<file path="src/rtl/arb8_rr_if.sv">
// -----------------------------------------------------------------------------
// arb8_rr_if
// Request/grant bundle between eight requesters and the round-robin arbiter.
//
// Signals:
//   en       - global arbitration enable (gates new grants only)
//   req      - per-requester request, held high while ownership is wanted
//   gnt      - one-hot grant, 8'h00 when no grant is active
//   gnt_idx  - index of the current or last owner
//   gnt_vld  - a grant is active
//   timeout  - one-cycle pulse when a grant is forcibly revoked
//
// Modports:
//   master - requester side (drives en/req, observes the grant)
//   slave  - arbiter side (observes en/req, drives the grant)
// -----------------------------------------------------------------------------
interface arb8_rr_if;
    logic       en;
    logic [7:0] req;
    logic [7:0] gnt;
    logic [2:0] gnt_idx;
    logic       gnt_vld;
    logic       timeout;

    modport master (
        output en,
        output req,
        input  gnt,
        input  gnt_idx,
        input  gnt_vld,
        input  timeout
    );

    modport slave (
        input  en,
        input  req,
        output gnt,
        output gnt_idx,
        output gnt_vld,
        output timeout
    );
endinterface

</file>
<file path="src/rtl/arb8_rr.sv">
// -----------------------------------------------------------------------------
// arb8_rr
// Eight-way round-robin arbiter with a request/hold handshake. The winner's
// index is registered and decoded to a one-hot grant. After an owner releases,
// the priority pointer moves to the requester just past it, so a line that
// keeps requesting is served within seven intervening grants.
//
// Optional feature (compile-time macro ARB8_TIMEOUT_EN): hold-timeout
// watchdog that revokes a grant after MAX_HOLD consecutive cycles and pulses
// timeout for one cycle. With the macro undefined, grants last as long as
// the owner holds req and timeout is tied to 0.
//
// Parameters:
//   MAX_HOLD - maximum consecutive grant cycles per owner with the watchdog
//              compiled in (legal range 2..255)
//
// Ports:
//   clk   - rising-edge clock
//   rst_n - synchronous active-low reset
//   bus   - arb8_rr_if.slave: en, req in; gnt, gnt_idx, gnt_vld, timeout out
// -----------------------------------------------------------------------------
module arb8_rr #(
    parameter int MAX_HOLD = 16
) (
    input  logic        clk,
    input  logic        rst_n,
    arb8_rr_if.slave    bus
);

    typedef enum logic {
        IDLE  = 1'b0,
        GRANT = 1'b1
    } state_t;

    state_t     state_q, state_n;
    logic [2:0] ptr_q,   ptr_n;
    logic [2:0] idx_q,   idx_n;
    logic       vld_q,   vld_n;

    logic [2:0] sel_idx;
    logic       sel_found;
    logic       force_rel;

    // -------------------------------------------------------------------------
    // Rotating priority search: first set request at ptr, ptr+1, ... ptr+7.
    // The 3-bit add wraps naturally modulo 8.
    // -------------------------------------------------------------------------
    always_comb begin
        // NOTE: every signal driven from always_comb gets a default before any
        // conditional assignment; a path that leaves it unassigned infers a latch.
        sel_idx   = 3'd0;
        sel_found = 1'b0;
        for (int i = 0; i < 8; i++) begin
            logic [2:0] cand;
            cand = ptr_q + 3'(i);
            if (!sel_found && bus.req[cand]) begin
                sel_found = 1'b1;
                sel_idx   = cand;
            end
        end
    end

`ifdef ARB8_TIMEOUT_EN
    // -------------------------------------------------------------------------
    // Hold watchdog. The counter is 0 on the first grant cycle, so reaching
    // MAX_HOLD-1 means the owner has held for MAX_HOLD cycles and the next
    // edge must release.
    // -------------------------------------------------------------------------
    localparam logic [7:0] HOLD_LAST = 8'(MAX_HOLD - 1);

    logic [7:0] hold_q, hold_n;
    logic       timeout_q, timeout_n;

    assign force_rel = (state_q == GRANT) && bus.req[idx_q] && (hold_q == HOLD_LAST);

    always_comb begin
        hold_n    = hold_q;
        timeout_n = 1'b0;
        if (state_q == IDLE) begin
            hold_n = 8'd0;
        end else if (force_rel) begin
            timeout_n = 1'b1;
        end else if (bus.req[idx_q] && (hold_q != 8'hFF)) begin
            hold_n = hold_q + 8'd1;
        end
    end

    always_ff @(posedge clk) begin
        if (!rst_n) begin
            hold_q    <= 8'd0;
            timeout_q <= 1'b0;
        end else begin
            hold_q    <= hold_n;
            timeout_q <= timeout_n;
        end
    end

    assign bus.timeout = timeout_q;
`else
    assign force_rel   = 1'b0;
    assign bus.timeout = 1'b0;
`endif

    // -------------------------------------------------------------------------
    // Next-state logic. en only gates the IDLE->GRANT transition; once granted,
    // only the owner's req (or the watchdog) ends the grant.
    // -------------------------------------------------------------------------
    always_comb begin
        state_n = state_q;
        ptr_n   = ptr_q;
        idx_n   = idx_q;
        vld_n   = vld_q;
        case (state_q)
            IDLE: begin
                if (bus.en && sel_found) begin
                    state_n = GRANT;
                    idx_n   = sel_idx;
                    vld_n   = 1'b1;
                end
            end
            GRANT: begin
                if (!bus.req[idx_q] || force_rel) begin
                    state_n = IDLE;
                    vld_n   = 1'b0;
                    ptr_n   = idx_q + 3'd1;
                end
            end
            default: begin
                state_n = IDLE;
                vld_n   = 1'b0;
            end
        endcase
    end

    always_ff @(posedge clk) begin
        // NOTE: state registers use non-blocking assignments so every flop
        // samples pre-edge values regardless of statement order.
        if (!rst_n) begin
            state_q <= IDLE;
            ptr_q   <= 3'd0;
            idx_q   <= 3'd0;
            vld_q   <= 1'b0;
        end else begin
            state_q <= state_n;
            ptr_q   <= ptr_n;
            idx_q   <= idx_n;
            vld_q   <= vld_n;
        end
    end

    // Pure decode of registered state: glitch-free and at most one bit set.
    assign bus.gnt     = vld_q ? (8'b1 << idx_q) : 8'h00;
    assign bus.gnt_idx = idx_q;
    assign bus.gnt_vld = vld_q;

endmodule

</file>
<file path="src/flat_wrapper.sv">
// flat-port wrapper written by rule: the top's interface ports become plain ports
module arb8_rr_flat 
#(
    parameter int MAX_HOLD = 16
)
  (clk, rst_n, bus_en, bus_req, bus_gnt, bus_gnt_idx, bus_gnt_vld, bus_timeout);
  arb8_rr_if bus_i ();
  input  logic clk;
  input  logic rst_n;
  input wire logic [$bits(bus_i.en)-1:0] bus_en;
  input wire logic [$bits(bus_i.req)-1:0] bus_req;
  output wire logic [$bits(bus_i.gnt)-1:0] bus_gnt;
  output wire logic [$bits(bus_i.gnt_idx)-1:0] bus_gnt_idx;
  output wire logic [$bits(bus_i.gnt_vld)-1:0] bus_gnt_vld;
  output wire logic [$bits(bus_i.timeout)-1:0] bus_timeout;
  assign bus_i.en = bus_en;
  assign bus_i.req = bus_req;
  assign bus_gnt = bus_i.gnt;
  assign bus_gnt_idx = bus_i.gnt_idx;
  assign bus_gnt_vld = bus_i.gnt_vld;
  assign bus_timeout = bus_i.timeout;
  arb8_rr #(.MAX_HOLD(MAX_HOLD)) u_core (.clk(clk), .rst_n(rst_n), .bus(bus_i));
endmodule
</file>
<file path="config.mk">
export PLATFORM = sky130hd
export DESIGN_NAME = arb8_rr_flat
export DESIGN_NICKNAME = d
export VERILOG_FILES = /design/src/rtl/arb8_rr_if.sv /design/src/rtl/arb8_rr.sv /design/src/flat_wrapper.sv
export SDC_FILE = /design/constraint.sdc
export NUM_CORES = 1
export LEC_CHECK = 0
export CAP_MARGIN = 0
export CORE_MARGIN = 4
export CORE_UTILIZATION = 54
export CTS_CLUSTER_DIAMETER = 150
export DETAILED_ROUTE_END_ITERATION = 8
export PLACE_DENSITY = 0.92
export SLEW_MARGIN = 30
export SYNTH_ARGS = -nofsm -noshare
export SYNTH_HDL_FRONTEND = slang
export SYNTH_SLANG_ARGS = --single-unit
</file>
<file path="constraint.sdc">
create_clock -name clk -period 3.56 [get_ports clk]
set_input_delay 0.356 -clock clk [delete_from_list [all_inputs] [get_ports clk]]
set_output_delay 0.356 -clock clk [all_outputs]
set_load 0.005 [all_outputs]
</file>
==> metrics.txt <==
status=finished, final reports clean; crit path DAT=3.29 ns; Final #Nets=200; # resized after CTS=0; pin count of the biggest net entering global routing=16; Num CTS Buffers=3; Worst Reg-to-Reg Cells=9; required time worst endpoint=around 3.7 ns; chip width=59.8 um; post-synth net total=179; count of final max-slew check failures=0; final setup vio count=0; crit path kind=flop to flop; worst reg-to-reg setup slack=around 0.40 ns; Max-slew headroom=around three fifths; die area=3580 um^2; top cells by area, synth=mux4_2, dfxtp_1, ha_1; Syn Std Cell Area=1450 um^2; Achievable Freq=0.316 GHz; Netlist cell types=47; Post-synth ARST share=0%; ys flop type=dfxtp_1; initial core utilization=57.5%; I/O Pins=24; Core Box Area=between 2000 and 3000 um^2; clock latency on the worst-skew pair=0.26 ns; clk slew on worst S/H paths=~0.050 ns; final hold vios=0; Layout Skew=~0.0007 ns; first-pass detailed-route iteration total=4; layout cell share with drive strength beyond 1=approximately a fifth; fin area=approximately 1700 um^2; multi-input logic area=between 1000 and 1500 um^2; Worst Hold End=u_core.bus.gnt_vld$_SDFFE_PN0P_; clk buf depth=2; first-pass GRT wire length=6510 um; clock root buffer=clkbuf_4; WL final=3940 um; max-cap violations=0; RSZ-0062 raised after global routing=no; post-CTS setup buffer count=0; Seq/Total Area, Yosys=11.0%; TNS Setup=0 ns; Final Cycle Share=88.8%; register bit count reported by yosys=8; Syn Inst Count=160; Clock H-tree levels=1; routed via count=1408; WHS Path Cells=2; Leakage=0.653 nW; # diodes=0; reg2reg start=u_core.ptr_q[0]$_SDFFE_PN0P_; power per cell area=334 nW/um^2; FF/Latch Area=160 um^2; DP Area=1670 um^2; initial DRC count=108; vias per inst=6.74; top cell type's share of synthesized area=24.8%; Rows=18; gr ovfl total=0; Buffers on Ports=22; Die H=59.8 um; VDD IR max=285 uV; HP Class=flop to flop; r2r endpoint=u_core.bus.gnt_idx[2]$_SDFFE_PN0P_; vias in the first global route=1364; Post-synth EDFFs=0; GRT Util Overall=23.8%; final hold slack=a little under 0.6 ns; TritonCTS clock tree=built; mean cell area of the mapped netlist=between 9 and 10 um^2; WL/cell=18.9 um; GP Congestion=0.915; Sink Count=8; Hold-fix buffers, CTS=0; DRT antenna net count=0; HPWL Detailed=2960 um; Worst Setup End Kind=flop; Yosys top cell by area=mux4_2; DRC Markers=0; area delta synth->final=16.6%; hold path startpoint=u_core.bus.gnt_vld$_SDFFE_PN0P_; initial antenna violation count=0; critical path startpoint category=flop; Yosys Warn Count=0; crit path time final=3.16 ns; Max FO, Critical Path=9; worst slew pin tran=between 0.6 and 0.7 ns; fillers=roughly 190
cell type report:
class                      instances  area share, %
tap                               30           2.22
inverter                          10           2.22
clock buffer                       3           1.33
sequential                         8           9.47
multi-input combinational        132           69.9
timing repair buffer              26           14.8
kinds of logic (layout without fill, tap and decap cells):
family / after synthesis / after routing / synth area share [%]
flip-flops: 8 / 8 / 11.0
XOR/XNOR: 3 / 3 / 1.81
adder cells (fa/ha/maj): 8 / 8 / 6.90
other: 1 / 1 / 0.259
buffers and inverters: 20 / 39 / 7.42
multiplexers: 31 / 31 / 35.6
AND/OR/NAND/NOR: 54 / 54 / 19.7
AO/OA/AOI/OAI: 35 / 35 / 17.3
how the worst max path moves through the flow:
stage / startpoint / cells after the start / end
after CTS: u_core.ptr_q[0]$_SDFFE_PN0P_ / 9 / u_core.bus.gnt_idx[2]$_SDFFE_PN0P_
after global routing: u_core.ptr_q[0]$_SDFFE_PN0P_ / 9 / u_core.bus.gnt_idx[2]$_SDFFE_PN0P_
after detailed placement: u_core.ptr_q[0]$_SDFFE_PN0P_ / 9 / u_core.bus.gnt_idx[2]$_SDFFE_PN0P_
final: u_core.ptr_q[0]$_SDFFE_PN0P_ / 9 / u_core.bus.gnt_idx[2]$_SDFFE_PN0P_
after global placement: bus_req[2] / 7 / u_core.bus.gnt_idx[1]$_SDFFE_PN0P_
after floorplan: u_core.ptr_q[1]$_SDFFE_PN0P_ / 12 / u_core.bus.gnt_idx[1]$_SDFFE_PN0P_
synth_stat cells, types with 2 or more instances:
cell type and number:
mux4_2 16, nand2_1 15, nor2_1 12, a21oi_1 10, mux2i_1 10, dfxtp_1 8
ha_1 8, inv_1 8, o21ai_0 6, and2_1 5, mux2_2 5, nor2b_1 4
a311oi_1 3, and3_1 3, buf_6 3, clkbuf_1 3, nand2b_1 3, nand3_1 3
a32oi_1 2, buf_2 2, buf_4 2, nor3b_1 2, o221ai_1 2, xor2_1 2
placed cells by master, fill, tap and decap left out, types with 2 or more instances in the layout:
cell and instances:
ha_1 8, a32oi_1 2, mux2i_1 10, nor3b_1 2, dfxtp_1 8, nor2_1 12
nand2b_1 3, clkdlybuf4s50_1 22, o21ai_0 6, nand2_1 15, mux4_2 16, clkbuf_4 3
a311oi_1 3, buf_4 4, and3_1 3, xor2_1 2, a21oi_1 10, nor2b_1 4
mux2_2 5, nand3_1 3, and2_1 5, inv_1 8, o221ai_1 2
sequential cells by signal, indices dropped and copies added, names as in the netlist:
register and count:
u_core.bus.gnt_idx 3, u_core.bus.gnt_vld 1, u_core.state_q 1, u_core.ptr_q 3
power breakdown:
part	internal [mW]	leakage, nW	switching (mW)	total, mW
clock	0.0387	0.0138	0.0332	0.0719
combinational	0.177	0.573	0.194	0.370
sequential	0.100	0.0659	0.0220	0.122
critical path, cell delays in order (launching register included):
cell and delay, ns:
dfxtp_1 0.33, inv_2 0.08, ha_1 0.57, mux4_2 0.58, a21oi_1 0.26, a32oi_2 0.23
nor3_2 0.42, a31oi_2 0.25, o21ai_0 0.23, a21oi_1 0.07
metrics by stage:
| step | total power [mW] | setup slack, ns | cells | util, % |
|---|---|---|---|---|
| floorplan | 0.398 | 0.556 | 160 | - |
| global placement | 0.468 | 0.605 | 206 | 66.1 |
| detailed placement | 0.485 | 0.445 | 206 | 66.1 |
| CTS | 0.559 | 0.433 | 209 | 67.0 |
| global route | 0.605 | 0.144 | 209 | 67.0 |
| finish | 0.564 | 0.399 | 209 | 67.0 |
per-layer routing:
layer	up-vias	track usage [%]	routed length, um
li1	651	-	-
met1	679	30.8	1550
met4	0	7.91	92
met3	11	3.89	280
met2	67	40.0	2020
met5	-	0	0
Note: power is estimated with default switching activity, not from simulation.
==> edit, RTL diff (config.mk and constraints unchanged) <==
The option `ARB8_TIMEOUT_EN` is turned on by a define.
--- a/src/rtl/arb8_rr.sv
+++ b/src/rtl/arb8_rr.sv
@@ -19,6 +19,8 @@
 //   rst_n - synchronous active-low reset
 //   bus   - arb8_rr_if.slave: en, req in; gnt, gnt_idx, gnt_vld, timeout out
 // -----------------------------------------------------------------------------
+`define ARB8_TIMEOUT_EN
+
 module arb8_rr #(
     parameter int MAX_HOLD = 16
 ) (
Function: same outputs for any inputs over 10 cycles, from zero or initial values and one cycle with rst_n low; that may be too few to reach the edited logic, so the function may still have changed.
==> edit against the original RTL <==
Routed wire length grew 28%. Combinational power shrank 12%. Largest power group unchanged. Fmax grew 3.0%. Total power grew 23%. Worst setup slack gained 0.091 ns. Synthesized area grew 43%. Cell area grew 38%. Sequential cell count grew 9.
==> edit: results (changes against the original RTL) <==
* Hold path endpoint: u_core.hold_q[3]
* Area post-placement at 2290 um2 (+38%)
* Crit path max fanout at 11 (+2)
* Worst-Skew Late Latency at 0.25 ns
* Via density at 6.53 (-3.1%)
* Port bufs at 23 (+4.5%)
* # fillers at 300 (+59%)
* Clock root cell: clkbuf_8
* Register with the most flip-flops: u_core.hold_q
* Mux contribution to synthesized area at 0.310 (-0.0466)
* Placed cell count at 283 (+37%)
* Most instantiated cells after synthesis: mux2i_1 (18), dfxtp_1 (17), nand2_1 (17), nor2_1 (17), mux4_2 (16)
* P_leak at 0.868 nW (+33%)
* Layout cells sized above 1 at 0.146 (-0.0491)
* Global-route wire length before repair at 8330 um (+28%)
* Synth area leaders: mux4_2 (17%), dfxtp_1 (16%), mux2i_1 (8.7%)
* Post-Syn Nets at 245 (+37%)
* Largest stage delay, worst path at 0.61 ns (+0.03 ns)
* Syn avg cell area at 9.21 um2 (+1.6%)
* Synth Area in Compound Gates at 0.176 (+0.00377)
* Max reg flops at 8
* Placement Setup Slack at 0.559 ns (+0.113 ns)
* Via count at 1874 (+33%)
* Max-slew headroom at 0.435 (-0.154)
* Fin util at 0.634 (-0.0358)
* Period utilisation layout at 0.863 (-0.0255)
* Worst r2r src: u_core.ptr_q[0]
* Dominant synthesized flop cell: dfxtp_1
* Critical path's slowest cell: ha_1
* Initial antenna violation count at 0 (unchanged)
* Antenna cell count at 0 (unchanged)
* Arr. time, crit path at 3.26 ns (-0.03 ns)
* Post-synthesis sequential area ratio at 0.164 (+0.0538)
* Hold slack at 0.544 ns (-0.0343 ns)
* Maximum number of pins on one net before global-route repair at 26 (+10)
* Outcome: finished clean
* Worst Hold Depth at 2 (unchanged)
* Setup bufs post-CTS at 0 (unchanged)
* Met1 usage at 0.268 (-0.0400)
* Hold Crit Start: u_core.hold_q[3]
* GR met3 Demand/Resource at 0.0216 (-0.0173)
* CP endpoint: u_core.bus.gnt_idx[1]
* Reg2Reg Depth at 10 (+1)
* Yosys cell types at 53 (+13%)
* XOR/XNOR Fraction of Synth Area at 0.0423 (+0.0242)
* DP HPWL at 3670 um (+24%)
* Global Route Usage Sum at 0.205 (-0.0328)
* VDD IR max at 0.000123 V (-57%)
* Clock slew at reported path FFs at 0.07 ns (+0.02 ns)
* Initial DRC Count at 154 (+43%)
* R2R Setup Slk at 0.49 ns (+0.09 ns)
* Routing usage on met2 at 0.353 (-0.0471)
* Synth Area in Adders at 0.0543 (-0.0147)
* Placer Congestion at 0.982 (+7.3%)
* HP Class: reg -> reg
* Number of global-route vias before repair at 1699 (+25%)
* Final Net Count at 260 (+30%)
* Final wirelength at 5030 um (+28%)
* Setup Skew at 0.00149 ns (+0.000797 ns)
## edit: cell types whose count changed after synthesis, moves of 5 or more
cell      change
nor2_1        +5
clkbuf_1      +5
xor2_1        +5
mux2_1        +6
mux2i_1       +8
and3_1        +5
inv_1         +5
dfxtp_1       +9
a21oi_1       -6
## edit: layout make-up
type                    instances  share of cell area
inverters                      14              0.0225
clock inverters                 1             0.00214
clock buffers                   3              0.0176
well taps                      48              0.0257
repair buffers                 28               0.114
multi-input cells             176               0.672
flip-flops and latches         17               0.145
## edit: power by group
group	internal [mW]	switching, mW	leakage (nW)	total, mW
Combinational	0.154	0.173	0.705	0.327
Clock	0.0778	0.0717	0.0255	0.149
Sequential	0.199	0.0161	0.138	0.215
## edit: routing by layer
metal / routed length [um] / vias up
met5: 0 / -
met4: 99 / 0
met3: 351 / 15
met2: 2430 / 100
met1: 2160 / 887
li1: - / 872
## edit: worst min-delay path, cell delays in order, from the launching register on
cell,delay [ns]
dfxtp_1,0.36
xor2_1,0.08
nor2_1,0.07
